`src/rtl/fifo_burst_reader_if.sv`:
```
// Handshake bundle for fifo_burst_reader: burst control,
// FIFO read port and the output stream.
interface fifo_burst_reader_if #(
    parameter int DATA_WIDTH = 8,
    parameter int LEN_WIDTH  = 8
);
    logic                  start;
    logic [LEN_WIDTH-1:0]  len;
    logic                  fifo_empty;
    logic [DATA_WIDTH-1:0] fifo_data;
    logic                  fifo_rd_en;
    logic                  m_valid;
    logic [DATA_WIDTH-1:0] m_data;
    logic                  m_last;
    logic                  m_ready;
    logic                  busy;
    logic                  done;

    modport master (
        output start, len, fifo_empty, fifo_data, m_ready,
        input  fifo_rd_en, m_valid, m_data, m_last, busy, done
    );

    modport slave (
        input  start, len, fifo_empty, fifo_data, m_ready,
        output fifo_rd_en, m_valid, m_data, m_last, busy, done
    );
endinterface

```
`src/rtl/fifo_burst_reader.sv`:
```
// Reads a burst of len words from a FIFO and streams them out
// through a 2-entry skid buffer with credit-based read issue.
module fifo_burst_reader #(
    parameter int DATA_WIDTH = 8,
    parameter int LEN_WIDTH  = 8
) (
    input  logic             clk,
    input  logic             rst,
    fifo_burst_reader_if.slave bus
);
    typedef enum logic [1:0] {
        IDLE,
        FETCH,
        DRAIN,
        DONE
    } state_t;

    localparam logic [LEN_WIDTH-1:0] ONE = LEN_WIDTH'(1);

    state_t                state;
    state_t                state_nx;
    logic [LEN_WIDTH-1:0]  len_q;
    logic [LEN_WIDTH-1:0]  issued;
    logic [LEN_WIDTH-1:0]  sent;
    logic [1:0]            occ;
    logic                  inflight;
    logic [DATA_WIDTH-1:0] mem [2];
    logic                  wr_ptr;
    logic                  rd_ptr;
    logic                  m_valid;
    logic                  pop;
    logic                  rd_en;
    logic [2:0]            credit;
    logic [2:0]            limit;

    assign m_valid = (occ != 2'd0);
    assign pop     = m_valid && bus.m_ready;

    // Words already owned (buffered + in flight) must leave room
    // for the new read once this cycle's pop is accounted for.
    assign credit = {1'b0, occ} + {2'b00, inflight};
    assign limit  = 3'd2 + {2'b00, pop};

    assign rd_en = (state == FETCH) && !bus.fifo_empty &&
                   (issued < len_q) && (credit < limit);

    always_comb begin
        state_nx = state;
        unique case (state)
            IDLE: begin
                if (bus.start) begin
                    state_nx = (bus.len == '0) ? DONE : FETCH;
                end
            end
            FETCH: begin
                if (rd_en && (issued == len_q - ONE)) begin
                    state_nx = DRAIN;
                end
            end
            DRAIN: begin
                if (pop && (sent == len_q - ONE)) begin
                    state_nx = DONE;
                end
            end
            DONE: state_nx = IDLE;
            default: state_nx = IDLE;
        endcase
    end

    always_ff @(posedge clk or negedge rst) begin
        if (!rst) begin
            state    <= IDLE;
            len_q    <= '0;
            issued   <= '0;
            sent     <= '0;
            occ      <= 2'd0;
            inflight <= 1'b0;
            wr_ptr   <= 1'b0;
            rd_ptr   <= 1'b0;
            mem[0]   <= '0;
            mem[1]   <= '0;
        end else begin
            state    <= state_nx;
            inflight <= rd_en;
            if (state == IDLE && bus.start) begin
                len_q  <= bus.len;
                issued <= '0;
                sent   <= '0;
            end else begin
                if (rd_en) issued <= issued + ONE;
                if (pop)   sent   <= sent + ONE;
            end
            if (inflight) begin
                mem[wr_ptr] <= bus.fifo_data;
                wr_ptr      <= ~wr_ptr;
            end
            if (pop) rd_ptr <= ~rd_ptr;
            occ <= occ + {1'b0, inflight} - {1'b0, pop};
        end
    end

    assign bus.fifo_rd_en = rd_en;
    assign bus.m_valid    = m_valid;
    assign bus.m_data     = mem[rd_ptr];
    assign bus.m_last     = m_valid && (sent == len_q - ONE);
    assign bus.busy       = (state != IDLE);
    assign bus.done       = (state == DONE);
endmodule

```
`src/flat_wrapper.sv`:
```
// flat-port wrapper written by rule: the top's interface ports become plain ports
module fifo_burst_reader_flat 
#(
    parameter int DATA_WIDTH = 8,
    parameter int LEN_WIDTH  = 8
)
  (clk, rst, bus_start, bus_len, bus_fifo_empty, bus_fifo_data, bus_m_ready, bus_fifo_rd_en, bus_m_valid, bus_m_data, bus_m_last, bus_busy, bus_done);
  fifo_burst_reader_if #(.DATA_WIDTH(DATA_WIDTH), .LEN_WIDTH(LEN_WIDTH)) bus_i ();
  input  logic clk;
  input  logic rst;
  input wire logic [$bits(bus_i.start)-1:0] bus_start;
  input wire logic [$bits(bus_i.len)-1:0] bus_len;
  input wire logic [$bits(bus_i.fifo_empty)-1:0] bus_fifo_empty;
  input wire logic [$bits(bus_i.fifo_data)-1:0] bus_fifo_data;
  input wire logic [$bits(bus_i.m_ready)-1:0] bus_m_ready;
  output wire logic [$bits(bus_i.fifo_rd_en)-1:0] bus_fifo_rd_en;
  output wire logic [$bits(bus_i.m_valid)-1:0] bus_m_valid;
  output wire logic [$bits(bus_i.m_data)-1:0] bus_m_data;
  output wire logic [$bits(bus_i.m_last)-1:0] bus_m_last;
  output wire logic [$bits(bus_i.busy)-1:0] bus_busy;
  output wire logic [$bits(bus_i.done)-1:0] bus_done;
  assign bus_i.start = bus_start;
  assign bus_i.len = bus_len;
  assign bus_i.fifo_empty = bus_fifo_empty;
  assign bus_i.fifo_data = bus_fifo_data;
  assign bus_i.m_ready = bus_m_ready;
  assign bus_fifo_rd_en = bus_i.fifo_rd_en;
  assign bus_m_valid = bus_i.m_valid;
  assign bus_m_data = bus_i.m_data;
  assign bus_m_last = bus_i.m_last;
  assign bus_busy = bus_i.busy;
  assign bus_done = bus_i.done;
  fifo_burst_reader #(.DATA_WIDTH(DATA_WIDTH), .LEN_WIDTH(LEN_WIDTH)) u_core (.clk(clk), .rst(rst), .bus(bus_i));
endmodule
```
`config.mk`:
```
export PLATFORM = sky130hd
export DESIGN_NAME = fifo_burst_reader_flat
export DESIGN_NICKNAME = d
export VERILOG_FILES = /design/src/rtl/fifo_burst_reader_if.sv /design/src/rtl/fifo_burst_reader.sv /design/src/flat_wrapper.sv
export SDC_FILE = /design/constraint.sdc
export NUM_CORES = 1
export LEC_CHECK = 0
export ABC_CLOCK_PERIOD_IN_PS = 2600
export CAP_MARGIN = 20
export CORE_MARGIN = 8
export CORE_UTILIZATION = 50
export DETAILED_ROUTE_END_ITERATION = 6
export PLACE_DENSITY = 0.76
export SYNTH_ARGS = -nofsm -noshare
export SYNTH_HDL_FRONTEND = slang
export SYNTH_SLANG_ARGS = --single-unit
```
`constraint.sdc`:
```
create_clock -name clk -period 2.6 [get_ports clk]
set_input_delay 0.52 -clock clk [delete_from_list [all_inputs] [get_ports clk]]
set_output_delay 0.52 -clock clk [all_outputs]
set_load 0.005 [all_outputs]
```
==> results.toml <==
[yosys]
syn-cell-area_um2 = 2760
synth.distinct_cells = 40
synth_edf_count = 0
synth_ff_type = "dfrtp_1"
synth_area_per_cell_um2 = 10.5
synthArstFlopShare_pct = 100
yosysWarnings = 0
netlist_instances = 262
seq_area_frac_synth_pct = 42.6
syn-num-nets = 303
ys_seq_elements = 47

[hold_path]
hp-class = "input pin to asynchronous set/reset pin"

[flow_run]
maxCapViolCount = 0

[timing]
finalSetupViolations = 0
timing.final.hold_violations = 0
relSlewSlack_pct = 46.7
finalCritPeriodShare_pct = 98.2
skew_ns = 0.00462
tightest_slew_ns = 0.798
fin_crit_ns = 2.55
timing.hold.ws_ns = 0.0165
fmax_mhz = 392
rsz0062_at_grt = "yes"
fin_ws_ns = 0.0458
slew_viol_final = 0

[worst_setup_path]
arrival_ns = 2.03
crit_type = "flop to output port"
end_kind = "output port"
crit_buf_inv = 3
required_ns = 2.08
critical_path.startpoint_type = "flop"
worstPathCellList = "inv_2 > ha_4 > buf_4 > nand3_1 > xnor2_1 > nand3_2 > nor4_1 > buf_2"
cp_max_fo = 5
cp_slowest_cell = "dfrtp_2"
critPathTopFamily = "simple AND/OR/NAND/NOR gates"
crit_path_max_incr_delay_ns = 0.44

[cts]
htreeDepth = 2
worst_skew_pair.late_latency_ns = 0.30
cts_sinks = 47
holdBufCountCts = 0
clk_pin_slew_ns = 0.09
numCtsBuffers = 5
cts_tree = "yes"
cts_root_buffer = "clkbuf_8"
clockBufferDepth = 2

[pwr]
powerDensity_nw_per_um2 = 881
p_leak_nw = 1.58
ir_drop_v = 0.000475

[layout]
diodes = 0
final_common_cell = "dfrtp_1"
final_util_pct = 65.1
drive_gt1_share_pct = 23.0
multi_input_area_um2 = 1540
area_growth_syn_to_layout_pct = 27.6
area.sequential_um2 = 1180
layout_common_cells = "45 x dfrtp_1, 30 x clkdlybuf4s50_1, 29 x buf_4"
fillers = 429
nNetsFinal = 362

[grt]
grt.overflow.total = 0
grt_pass1_vias = 2186
grt_pass1_wl_mm = 10.3
grt_max_degree = 24
grtUsageTotal_pct = 15.3
antenna_found_initial = 0

[floorplan]
fp.dieW_um = 90.3
start_util_pct = 51.0
rows = 27
die_area_um2 = 8150
io_pins = 34
core_area_um2 = 5410
die_y_um = 90.3

[drt]
drt_iter0_markers = 65
vias = 2078
wl_mm = 6.09
drc = 0
route.antenna.remaining_nets = 0
first_pass_iters = 4
routedWlPerCell_um = 15.5
routed_via_density = 5.27

[placement]
routabilityCongestion = 0.890
dp_hpwl_mm = 4.60
place_ws_ns = -0.0242
placement.io_buffers = 33

[status]
status = "completed"
sequential cells by signal, summed over array words and instances, names as in the netlist:
signal,count
u_core.mem,16
u_core.issued,8
u_core.len_q,8
u_core.sent,8
u_core.occ,2
u_core.state,2
u_core.inflight,1
u_core.rd_ptr,1
u_core.wr_ptr,1
kinds of logic (layout without fill, tap and decap cells):
| group | Yosys count | count (layout) | synth area share (%) |
|---|---|---|---|
| AND/OR/NAND/NOR | 78 | 78 | 14.2 |
| flip-flops | 47 | 47 | 42.6 |
| XOR/XNOR | 37 | 37 | 12.7 |
| multiplexers | 27 | 27 | 10.9 |
| buffers and inverters | 27 | 87 | 3.77 |
| AO/OA/AOI/OAI | 26 | 26 | 6.62 |
| adder cells (fa/ha/maj) | 20 | 20 | 9.07 |
metal layers:
| layer | vias up | GRT usage (%) | share of wire [%] |
|---|---|---|---|
| li1 | 1018 | - | - |
| met1 | 994 | 18.5 | 44 |
| met2 | 50 | 25.8 | 48 |
| met3 | 16 | 3.24 | 5.1 |
| met4 | 0 | 6.24 | 2.3 |
| met5 | - | 0 | 0 |
Yosys cell counts (2+ instances only):
library cell | number | area (um^2)
nand3_1 | 6 | 30.0
a31oi_1 | 2 | 12.5
nand4_1 | 6 | 37.5
inv_2 | 3 | 11.3
a21oi_1 | 4 | 20.0
xnor2_1 | 17 | 149
xor2_1 | 18 | 158
dfrtp_1 | 47 | 1180
o21ai_1 | 9 | 45.0
ha_1 | 20 | 250
nor2_1 | 20 | 75.1
buf_2 | 2 | 10.0
o21ai_0 | 2 | 10.0
nor4_1 | 4 | 25.0
xnor3_1 | 2 | 45.0
nor3_1 | 5 | 25.0
inv_1 | 14 | 52.6
mux2i_1 | 2 | 20.0
and3_1 | 4 | 25.0
nor2b_1 | 4 | 25.0
and2_1 | 2 | 12.5
mux2_1 | 9 | 101
nand2_1 | 19 | 71.3
nand2b_1 | 2 | 12.5
or4_4 | 2 | 22.5
clkbuf_1 | 8 | 30.0
mux2_2 | 16 | 180
through the flow:
stage	instance area (um^2)	TNS, ns	std cells	total power, mW
2_1_floorplan	2760	0	262	1.99
3_3_place_gp	3340	-0.0229	385	2.52
3_5_place_dp	3340	-0.0395	385	2.57
4_1_cts	3480	0	394	3.13
5_1_grt	3520	-0.0784	394	3.34
6_report	3520	0	394	3.10
report_power, final:
group	switching, mW	leakage (nW)	internal (mW)	total, mW
registers	0.211	0.543	0.998	1.21
clock network	0.256	0.0581	0.287	0.543
logic	0.548	0.979	0.803	1.35
timing repair:
| item | 4_1_cts | 5_1_grt |
|---|---|---|
| pin swaps | 3 | 5 |
| setup buffers | 1 | 0 |
| resized for setup | 10 | 10 |
| endpoints found under the setup margin | 3 | 2 |
final timing paths:
path / slack (ns) / endpoint / cells past startpoint / from
worst max register to register: 0.17 / u_core.issued[7] / 9 / u_core.len_q[4]
min in group clk: 0.49 / u_core.mem[12] / 1 / u_core.mem[12]
worst min register to register: 0.49 / u_core.mem[12] / 1 / u_core.mem[12]
worst min-delay path: 0.02 / u_core.mem[12] / 1 / rst
max in group asynchronous: 2.05 / u_core.len_q[1] / 2 / rst
worst max-delay path: 0.05 / bus_m_last / 8 / u_core.len_q[1]
area by class of cell:
| class | instances | share of cell area [%] |
|---|---|---|
| multi-input cells | 188 | 43.7 |
| well taps | 72 | 2.56 |
| inverters | 17 | 1.81 |
| flip-flops and latches | 47 | 33.5 |
| clock buffers | 5 | 1.96 |
| repair buffers | 62 | 15.3 |
| clock inverters | 3 | 1.24 |
Power figures use the tool's default switching activity.
